## src/rtl/seg7_pkg.sv

```systemverilog
// Shared constants for the 7-segment scan driver: segment bit positions
// inside the {a..g,dp} output byte and the hex-to-segment table.
package seg7_pkg;

   localparam int SEG_A  = 7;
   localparam int SEG_B  = 6;
   localparam int SEG_C  = 5;
   localparam int SEG_D  = 4;
   localparam int SEG_E  = 3;
   localparam int SEG_F  = 2;
   localparam int SEG_G  = 1;
   localparam int SEG_DP = 0;

   localparam logic [7:0] SEG_BLANK = 8'h00;

   // Entry n holds segments a..g (a in bit 6) for hex digit n.
   localparam logic [6:0] HEX_SEG [16] = '{
      7'b1111110, 7'b0110000, 7'b1101101, 7'b1111001,
      7'b0110011, 7'b1011011, 7'b1011111, 7'b1110000,
      7'b1111111, 7'b1111011, 7'b1110111, 7'b0011111,
      7'b0001101, 7'b0111101, 7'b1001111, 7'b1000111
   };

endpackage

```

## src/rtl/seg7_hex_lut.sv

```systemverilog
// Combinational hex digit to a..g segment lookup (a in bit 6, g in bit 0).
module seg7_hex_lut
   import seg7_pkg::*;
(
   input  logic [3:0] hex,
   output logic [6:0] segs
);

   assign segs = HEX_SEG[hex];

endmodule

```

## src/rtl/seg7_scan_driver.sv

```systemverilog
// Time-multiplexed 7-segment driver: double-buffered digits, per-digit enable,
// decimal points, leading-zero suppression and a blank interval per slot.
module seg7_scan_driver
   import seg7_pkg::*;
#(
   parameter int NDIGITS      = 4,
   parameter int CLK_DIV      = 50000,
   parameter int BLANK_CYCLES = 16,
   parameter int SEG_ACT_LOW  = 0,
   parameter int DIG_ACT_LOW  = 0
) (
   input  logic                   clock,
   input  logic                   reset_n,
   input  logic                   load,
   input  logic [4*NDIGITS-1:0]   value,
   input  logic [NDIGITS-1:0]     dp,
   input  logic [NDIGITS-1:0]     en,
   input  logic                   lzs,
   output logic [7:0]             seg,
   output logic [NDIGITS-1:0]     dig,
   output logic                   frame_done,
   output logic                   pending
);

   localparam int IW = (NDIGITS > 1) ? $clog2(NDIGITS) : 1;
   localparam int PW = (CLK_DIV > 1) ? $clog2(CLK_DIV) : 1;
   localparam logic [IW-1:0] LAST_IDX = IW'(NDIGITS - 1);
   localparam logic [PW-1:0] LAST_PRE = PW'(CLK_DIV - 1);
   // XOR masks that map the internal active-high levels onto the pins.
   localparam logic [7:0]         SEG_POL = (SEG_ACT_LOW != 0) ? 8'hFF : 8'h00;
   localparam logic [NDIGITS-1:0] DIG_POL = (DIG_ACT_LOW != 0) ? '1 : '0;

   logic [PW-1:0]          prescaler;
   logic [IW-1:0]          idx;
   logic [4*NDIGITS-1:0]   pend_value, act_value;
   logic [NDIGITS-1:0]     pend_dp, act_dp, pend_en, act_en;
   logic                   tick, frame_end;

   logic [NDIGITS:0]       zero_from;
   logic [3:0]             cur_hex;
   logic                   cur_dp, cur_en, cur_dark;
   logic [6:0]             lut_segs;
   logic [7:0]             seg_next;
   logic [NDIGITS-1:0]     dig_next;

   assign tick      = (prescaler == LAST_PRE);
   assign frame_end = tick && (idx == LAST_IDX);

   seg7_hex_lut u_lut (
      .hex  (cur_hex),
      .segs (lut_segs)
   );

   // zero_from[i] is set when digit i and every digit above it are zero.
   always_comb begin
      zero_from = '0;
      zero_from[NDIGITS] = 1'b1;
      for (int i = NDIGITS - 1; i >= 0; i--) begin
         zero_from[i] = zero_from[i+1] & (act_value[4*i +: 4] == 4'h0);
      end
   end

   always_comb begin
      cur_hex  = 4'h0;
      cur_dp   = 1'b0;
      cur_en   = 1'b0;
      cur_dark = 1'b0;
      dig_next = '0;
      for (int i = 0; i < NDIGITS; i++) begin
         if (idx == IW'(i)) begin
            cur_hex     = act_value[4*i +: 4];
            cur_dp      = act_dp[i];
            cur_en      = act_en[i];
            cur_dark    = lzs && (i != 0) && zero_from[i];
            dig_next[i] = 1'b1;
         end
      end
      if (int'(prescaler) < BLANK_CYCLES) dig_next = '0;
   end

   // A suppressed digit keeps its decimal point; a disabled digit is fully dark.
   always_comb begin
      seg_next = SEG_BLANK;
      if (cur_en) begin
         seg_next[SEG_DP] = cur_dp;
         if (!cur_dark) seg_next[SEG_A:SEG_G] = lut_segs;
      end
   end

   always_ff @(posedge clock or negedge reset_n) begin
      if (!reset_n) begin
         prescaler  <= '0;
         idx        <= '0;
         pend_value <= '0;
         pend_dp    <= '0;
         pend_en    <= '0;
         act_value  <= '0;
         act_dp     <= '0;
         act_en     <= '0;
         pending    <= 1'b0;
         frame_done <= 1'b0;
         seg        <= SEG_POL;
         dig        <= DIG_POL;
      end else begin
         prescaler  <= tick ? '0 : prescaler + 1'b1;
         if (tick) idx <= (idx == LAST_IDX) ? '0 : idx + 1'b1;
         frame_done <= frame_end;
         // Active takes the old pending contents even if a load lands this cycle.
         if (frame_end && pending) begin
            act_value <= pend_value;
            act_dp    <= pend_dp;
            act_en    <= pend_en;
         end
         if (load) begin
            pend_value <= value;
            pend_dp    <= dp;
            pend_en    <= en;
            pending    <= 1'b1;
         end else if (frame_end) begin
            pending    <= 1'b0;
         end
         seg <= seg_next ^ SEG_POL;
         dig <= dig_next ^ DIG_POL;
      end
   end

endmodule

```

## config.mk

```make
export PLATFORM = sky130hd
export DESIGN_NAME = seg7_scan_driver
export DESIGN_NICKNAME = d
export VERILOG_FILES = /design/src/rtl/seg7_pkg.sv /design/src/rtl/seg7_hex_lut.sv /design/src/rtl/seg7_scan_driver.sv
export SDC_FILE = /design/constraint.sdc
export NUM_CORES = 1
export LEC_CHECK = 0
export CORE_MARGIN = 2
export CORE_UTILIZATION = 35
export CTS_BUF_LIST = sky130_fd_sc_hd__clkbuf_8
export DETAILED_ROUTE_END_ITERATION = 16
export PLACE_DENSITY_LB_ADDON = 0.25
export SETUP_SLACK_MARGIN = 0.15
export SYNTH_ARGS = -nofsm -noshare
export SYNTH_HDL_FRONTEND = slang
export SYNTH_SLANG_ARGS = --single-unit
```

## constraint.sdc

```tcl
create_clock -name clock -period 2.2 [get_ports clock]
set_input_delay 0.55 -clock clock [delete_from_list [all_inputs] [get_ports clock]]
set_output_delay 0.55 -clock clock [all_outputs]
set_load 0.03 [all_outputs]
```

After elaboration in Yosys (flattened, before gate mapping)

Memory sizes are Yosys's and may differ from the RTL's.
Cells that the tools add are included.

Bits in registers: 80
ROM bits: 112
Input port bits: 28
Output and inout port bits: 14
Logic and storage cells: 62
Memories: 1

$add $sub $neg: 2
Magnitude comparators: 2
Eq/ne operators: 4
Mux-type cells: 28
Bitwise logic cells: 3
Reductions and logical operators: 10

Memories:

| name            | depth | bits a word | read ports | clocked after Yosys merged registers in | write ports | line              | text |
|---|---|---|---|---|---|---|---|
| (no name shown) | 16    | 7           | 1          | 0                                       | 0           | seg7_hex_lut.sv:9 | `assign segs = HEX_SEG[hex];` |

Operators with widths:

| operator                                            | number |
|---|---|
| 2-to-1 mux 7 bit                                    | 3 |
| 2-to-1 mux 4 bit                                    | 5 |
| 2-to-1 mux 1 bit                                    | 17 |
| adder 16 x 1 -> 16 bit, second input constant       | 1 |
| == test 16 bit, second input constant               | 1 |
| < comparator 16 x 5 -> 1 bit, second input constant | 1 |
| 2-to-1 mux 16 bit                                   | 1 |
| zero test 4 bit                                     | 3 |
| 2-to-1 mux 8 bit                                    | 1 |
| >= comparator 5 bit, second input constant          | 1 |
| logical AND 1 bit                                   | 5 |
| NOT 4 -> 5 bit                                      | 1 |
| == test 2 bit, second input constant                | 2 |
| adder 2 x 1 -> 2 bit, second input constant         | 1 |
| bitwise AND 1 bit                                   | 2 |
| == test 2 x 1 -> 1 bit, second input constant       | 1 |
| zero test 2 bit                                     | 1 |
| 2-to-1 mux 2 bit                                    | 1 |
| nonzero test 2 bit                                  | 1 |

Depth between registers and ports, before layout

Word-level depth: 11
Mapped depth: 10
Mapped depth without buffers: 10

By module

Synthesis repeated with hierarchy kept, for this count alone.

Cells, all modules: 305
Area, all modules: 3801.1 um2

By module, submodules not included:

| module           | times used | cells an instance | area each (um2) | sequential area each (um2) |
|---|---|---|---|---|
| seg7_scan_driver | 1          | 273               | 3532.1          | 2001.9 |
| seg7_hex_lut     | 1          | 32                | 269.0           | 0.0 |

Worst setup path before layout

Ideal clock, no wire load.

Path type: reg2reg
From: register idx[0]
To: register seg[2]
Library setup time: 0.104 ns
Arrival time: 2.194 ns
Data required time: 2.096 ns
Slack: -0.098 ns
Stages on the path, launching flop included: 10
Path buffers: 0
Period minus slack after synthesis: 2.298 ns
Cell sequence: dfrtp_1 -> inv_1 -> ha_1 -> or2_2 -> o221ai_1 -> inv_1 -> ha_1 -> nand3_1 -> o21ai_0 -> a221oi_1

Word-level cells in the longest chain between the ends: 11
Elaborated cells on any way between the ends: 21
Classes of those cells: 3 x eq/ne; 15 x mux; 1 x bitwise; 1 x reduce/logical; 1 x memory

Ends and longest elaborated chain:

| what                                                 | line                    | text |
|---|---|---|
| start: declaration                                   | seg7_scan_driver.sv:34  | `logic [IW-1:0] idx;` |
| start signal: assignment                             | seg7_scan_driver.sv:106 | `if (tick) idx <= (idx == LAST_IDX) ? '0 : idx + 1'b1;` |
| zero test 2 bit                                      | seg7_scan_driver.sv:70  | `if (idx == IW'(i)) begin` |
| 2-to-1 mux 4 bit (4 in series)                       | seg7_scan_driver.sv:70  |  |
| NOT 4 -> 5 bit (implied by the code)                 | seg7_hex_lut.sv:9       |  |
| memory (16 x 7 bit)                                  | -                       |  |
| 2-to-1 mux 7 bit (implied by the code) (2 in series) | seg7_hex_lut.sv:9       |  |
| 2-to-1 mux 7 bit                                     | seg7_scan_driver.sv:86  | `if (!cur_dark) seg_next[SEG_A:SEG_G] = lut_segs;` |
| 2-to-1 mux 8 bit (*)                                 | seg7_scan_driver.sv:84  | `if (cur_en) begin` |
| via seg_next[2]                                      | seg7_scan_driver.sv:43  | `logic [7:0] seg_next;` |
| end signal: assignment                               | seg7_scan_driver.sv:122 | `seg <= seg_next ^ SEG_POL;` |
| end: declaration                                     | seg7_scan_driver.sv:19  | `output logic [7:0] seg,` |

The timed path passes the listed nets; every way through them passes the cells marked *. The select of a mux whose other input is x is not followed.
A chain may end at the register's enable or synchronous reset.

Worst setup path after layout

From: register idx[1]
To: register seg[4]

Same word-level chain as after synthesis.

==> results.txt <==
The fmax is 455 MHz. From synthesis to final layout, the design area changed by 40.4%. Power spread over the standard cell area amounts to 574 nW/um^2.

Once the floorplan was initialized, standard cells occupied 35.6% of the core. In the global route stage, met3 resource usage came out at 3.99%. The remaining antenna violation count after routing came out at 0. After global routing, the most crowded layer is met2. The largest driver fanout on the critical path is 4. The count of flip-flops with a built-in enable after synthesis came out at 0. The headroom to the max-slew limit is 69.3%. The maximum ir drop on the vdd rail is 415 uV.

The critical path in this run is classified as reg2reg. The via count of the first global-routing pass came out at 2408. The cell type with the highest aggregate area in the netlist is dfrtp_1. The die is 106 um tall. The worst hold path class is in2async. On the final layout, the worst hold slack is 108 ps. In this run the cell area of the synthesized design comes to 3640 sq um. The number of buffers between clock root and the deepest sink came out at 2.

Traced cell by cell, the critical path runs through buf_6 > ha_4 > or2_4 > a221oi_4 > or2_4 > inv_6 > ha_4 > nand3_1 > nand3_1 > a21oi_2. The proportion of layout cells with a drive suffix above 1 is 41.8%. The HPWL after detailed placement is 5.15 mm. Summed over all failing endpoints, the final setup total negative slack is 0 ps. The routed length per placed instance came out at 15.5 um.

The number of antenna violations at the first check in global routing came to 0. The reported leakage power is 0.00220 uW. The total power after layout came out at 2940 uW. The net count after synthesis is 320. The area of the core region is 10200 sq um. The worst setup path is captured at a flip-flop. The cell sitting at the root of the clock tree is a clkbuf_8. The ratio of final minimum period to clock period is 99.9%. The worst clock skew is 8.10 ps. The combinational cell fraction of total power came out at 4.9%. 0 antenna diodes ended up in the layout. For the worst setup path, the data required time is 2440 ps. The dominant register cell in the synthesized netlist is dfrtp_1. The count of H-tree levels built during CTS is 3. The number of placed I/O pins is 42. TritonCTS built the clock tree. Leaving out fill and tap cells, the most frequent cells in the layout are 78 x dfrtp_1, 40 x clkdlybuf4s50_1, 30 x buf_4, 28 x mux2_2, 20 x mux2_4. The data arrival time of the worst path is 2440 ps. The portion of total power attributed to the clock network is 42.8%. The total net switching power is 576 uW.

The transition time of the tightest slew-check pin came out at 454 ps. The final-report hold violation count came out at 0. The synthesized instance count came out at 281.

The floorplan has 37 rows. The met2 global-route usage came out at 19.9%. The overall via count from detail_route is 2480. The cell with the largest stage delay on the worst path is dfrtp_2. The mean instance size in the synthesized netlist came out at 13.0 sq um. The die covers 11200 sq um.

Of the total power, the share spent switching nets is 19.6%. Registers take 2000 sq um. During synthesis, Yosys emitted a total of 0 warnings. For met1 alone, demand over resource in global routing was 19.6%.

The worst path in the final design needs a cycle of 2200 ps, including I/O delays and setup. In the final layout, the multi-input gates occupy 1850 sq um. The number of optimization iterations in the first detailed-route pass is 4. The port buffer count is 41. The largest net degree at the start of global routing came out at 40.

From left edge to right edge, the die measures 106 um. For this run, design rule violations remaining after detail routing come to 0. The distinct cell type count of the synthesized netlist is 48.

Global routing consumed, over all layers together, 13.8% of the routing resources. The routability congestion estimate from global placement came out at 0.890. The library cell used most frequently in the layout, excluding fill and tap cells, is dfrtp_1. The clock reaches the later pin of the worst-skew pair after 350 ps. The average via count per standard cell is 4.89. In this run, the number of DRC markers left after iteration 0 of detailed routing was 131. The peak per-stage delay on the critical path is 450 ps. The TritonCTS sink count is 80. Setup violations remaining at the end of the flow were counted as 0.

The final-layout fill cell count is 857. Setup repair after global routing could not meet its margin everywhere. The share of synthesized registers carrying an async set or reset came out at 100%. The internal cell power came out at 2360 uW. By area the synthesized netlist is led by dfrtp_1 55%, mux2_2 8.7%, mux2_4 8.2%. The fraction of synthesized cell area taken by the top area cell type is 54.9%.

The first-pass GRT wire length is 12.1 mm. Global routing finished with a remaining overflow of 0. The number of flip-flops and latches in the synthesized netlist came out at 80. The max-cap violation count is 0.

The quantity of hold-fixing buffers added after cts is 0. The sequential area share after synthesis is 54.9%. The launching element type of the critical path is a flip-flop. The sequential share of power is 52.3%. For this block, the routed nets add up to 7.86 mm of wire. The count of nets after finishing came out at 406.

The number of pins exceeding their max-slew limit in the final report came out at 0. The run finished with clean final reports. The number of clock buffers added by TritonCTS is 9. The clock-pin slew on the worst setup and hold paths is 80 ps.
-- layout make-up --
cell class	instances	share of cell area (%)
clock buffers	13	3.50
clock inverters	2	1.17
inverters	7	0.709
multi-input cells	184	36.2
flip-flops and latches	80	39.2
well taps	136	3.33
repair buffers	85	15.9
-- path summary, 6_finish.rpt --
check | from | end | slack [ps] | cells after the start
hold / removal | reset_n | seg[4]$_DFF_PN0_ | 110 | 1
max in group asynchronous | reset_n | act_value[7]$_DFFE_PN0P_ | 1550 | 2
setup reg to reg | idx[1]$_DFFE_PN0N_ | seg[4]$_DFF_PN0_ | 2 | 10
setup / recovery | idx[1]$_DFFE_PN0N_ | seg[4]$_DFF_PN0_ | 2 | 10
min in group clock | prescaler[12]$_DFF_PN0_ | prescaler[12]$_DFF_PN0_ | 500 | 1
hold reg to reg | prescaler[12]$_DFF_PN0_ | prescaler[12]$_DFF_PN0_ | 500 | 1
-- power groups by stage --
stage          clock network, uW  logic [uW]  registers [uW]
6_report                    1260         144            1540
5_1_grt                     1370         160            1540
4_1_cts                     1290         148            1540
3_5_place_dp                   0         148            1570
3_3_place_gp                   0         145            1570
2_1_floorplan                  0        54.9            1560
-- worst max-delay path: cells and delay by family, from the launching register on --
kind / cells / cell delay [ps]
AOI/OAI and AO/OA: 2 / 280
adders and majority gates: 2 / 420
buffers and inverters: 2 / 180
DFF: 1 / 450
and+or+nand+nor: 4 / 740
-- per-layer routing --
metal / share of wire (%) / vias to the layer above
li1: - / 1188
met1: 47 / 1217
met2: 46 / 56
met3: 4.0 / 19
met4: 2.9 / 0
met5: 0 / -
-- synth_stat cells (4+ instances only) --
master	n
o21ai_0	8
a221oi_1	4
mux2_4	20
nand3_1	12
nand2_1	11
a21oi_1	5
mux2_2	28
and2_1	5
nor3_1	7
ha_1	11
xor2_1	7
nand2b_1	4
xnor2_1	6
dfrtp_1	80
nor2_1	15
inv_1	7
-- through the flow --
stage / instance area (sq um) / instances / utilization (%) / worst slack, ps
finish: 5120 / 507 / 50.0 / 1.73
detailed placement: 4370 / 470 / 42.8 / -91.8
floorplan: 3670 / 281 / - / 128
global placement: 4370 / 470 / 42.8 / 46.1
CTS: 4720 / 491 / 46.1 / 79.3
global route: 5120 / 507 / 50.0 / -59.9
-- sequential cells by signal (all words and copies together), names as in the netlist --
| signal | cells |
|---|---|
| pending | 1 |
| pend_value | 16 |
| pend_en | 4 |
| act_value | 16 |
| seg | 8 |
| act_dp | 4 |
| prescaler | 16 |
| idx | 2 |
| act_en | 4 |
| pend_dp | 4 |
| dig | 4 |
| frame_done | 1 |
-- cell families (layout without fill, tap and decap cells) --
logic type | after synthesis | count (layout) | synth area share [%]
buffers and inverters | 17 | 107 | 2.95
adder cells (fa/ha/maj) | 11 | 11 | 3.78
AO/OA/AOI/OAI | 36 | 36 | 6.87
XOR/XNOR | 13 | 13 | 3.13
multiplexers | 51 | 51 | 17.7
AND/OR/NAND/NOR | 73 | 73 | 10.6
flip-flops | 80 | 80 | 54.9
-- what timing repair did --
action	4_1_cts	5_1_grt
setup buffers	6	15
gates cloned	0	1
setup endpoints to repair	31	12
pin swaps	9	21
gates resized for setup	17	62
Note: power is estimated with default switching activity, not from simulation.
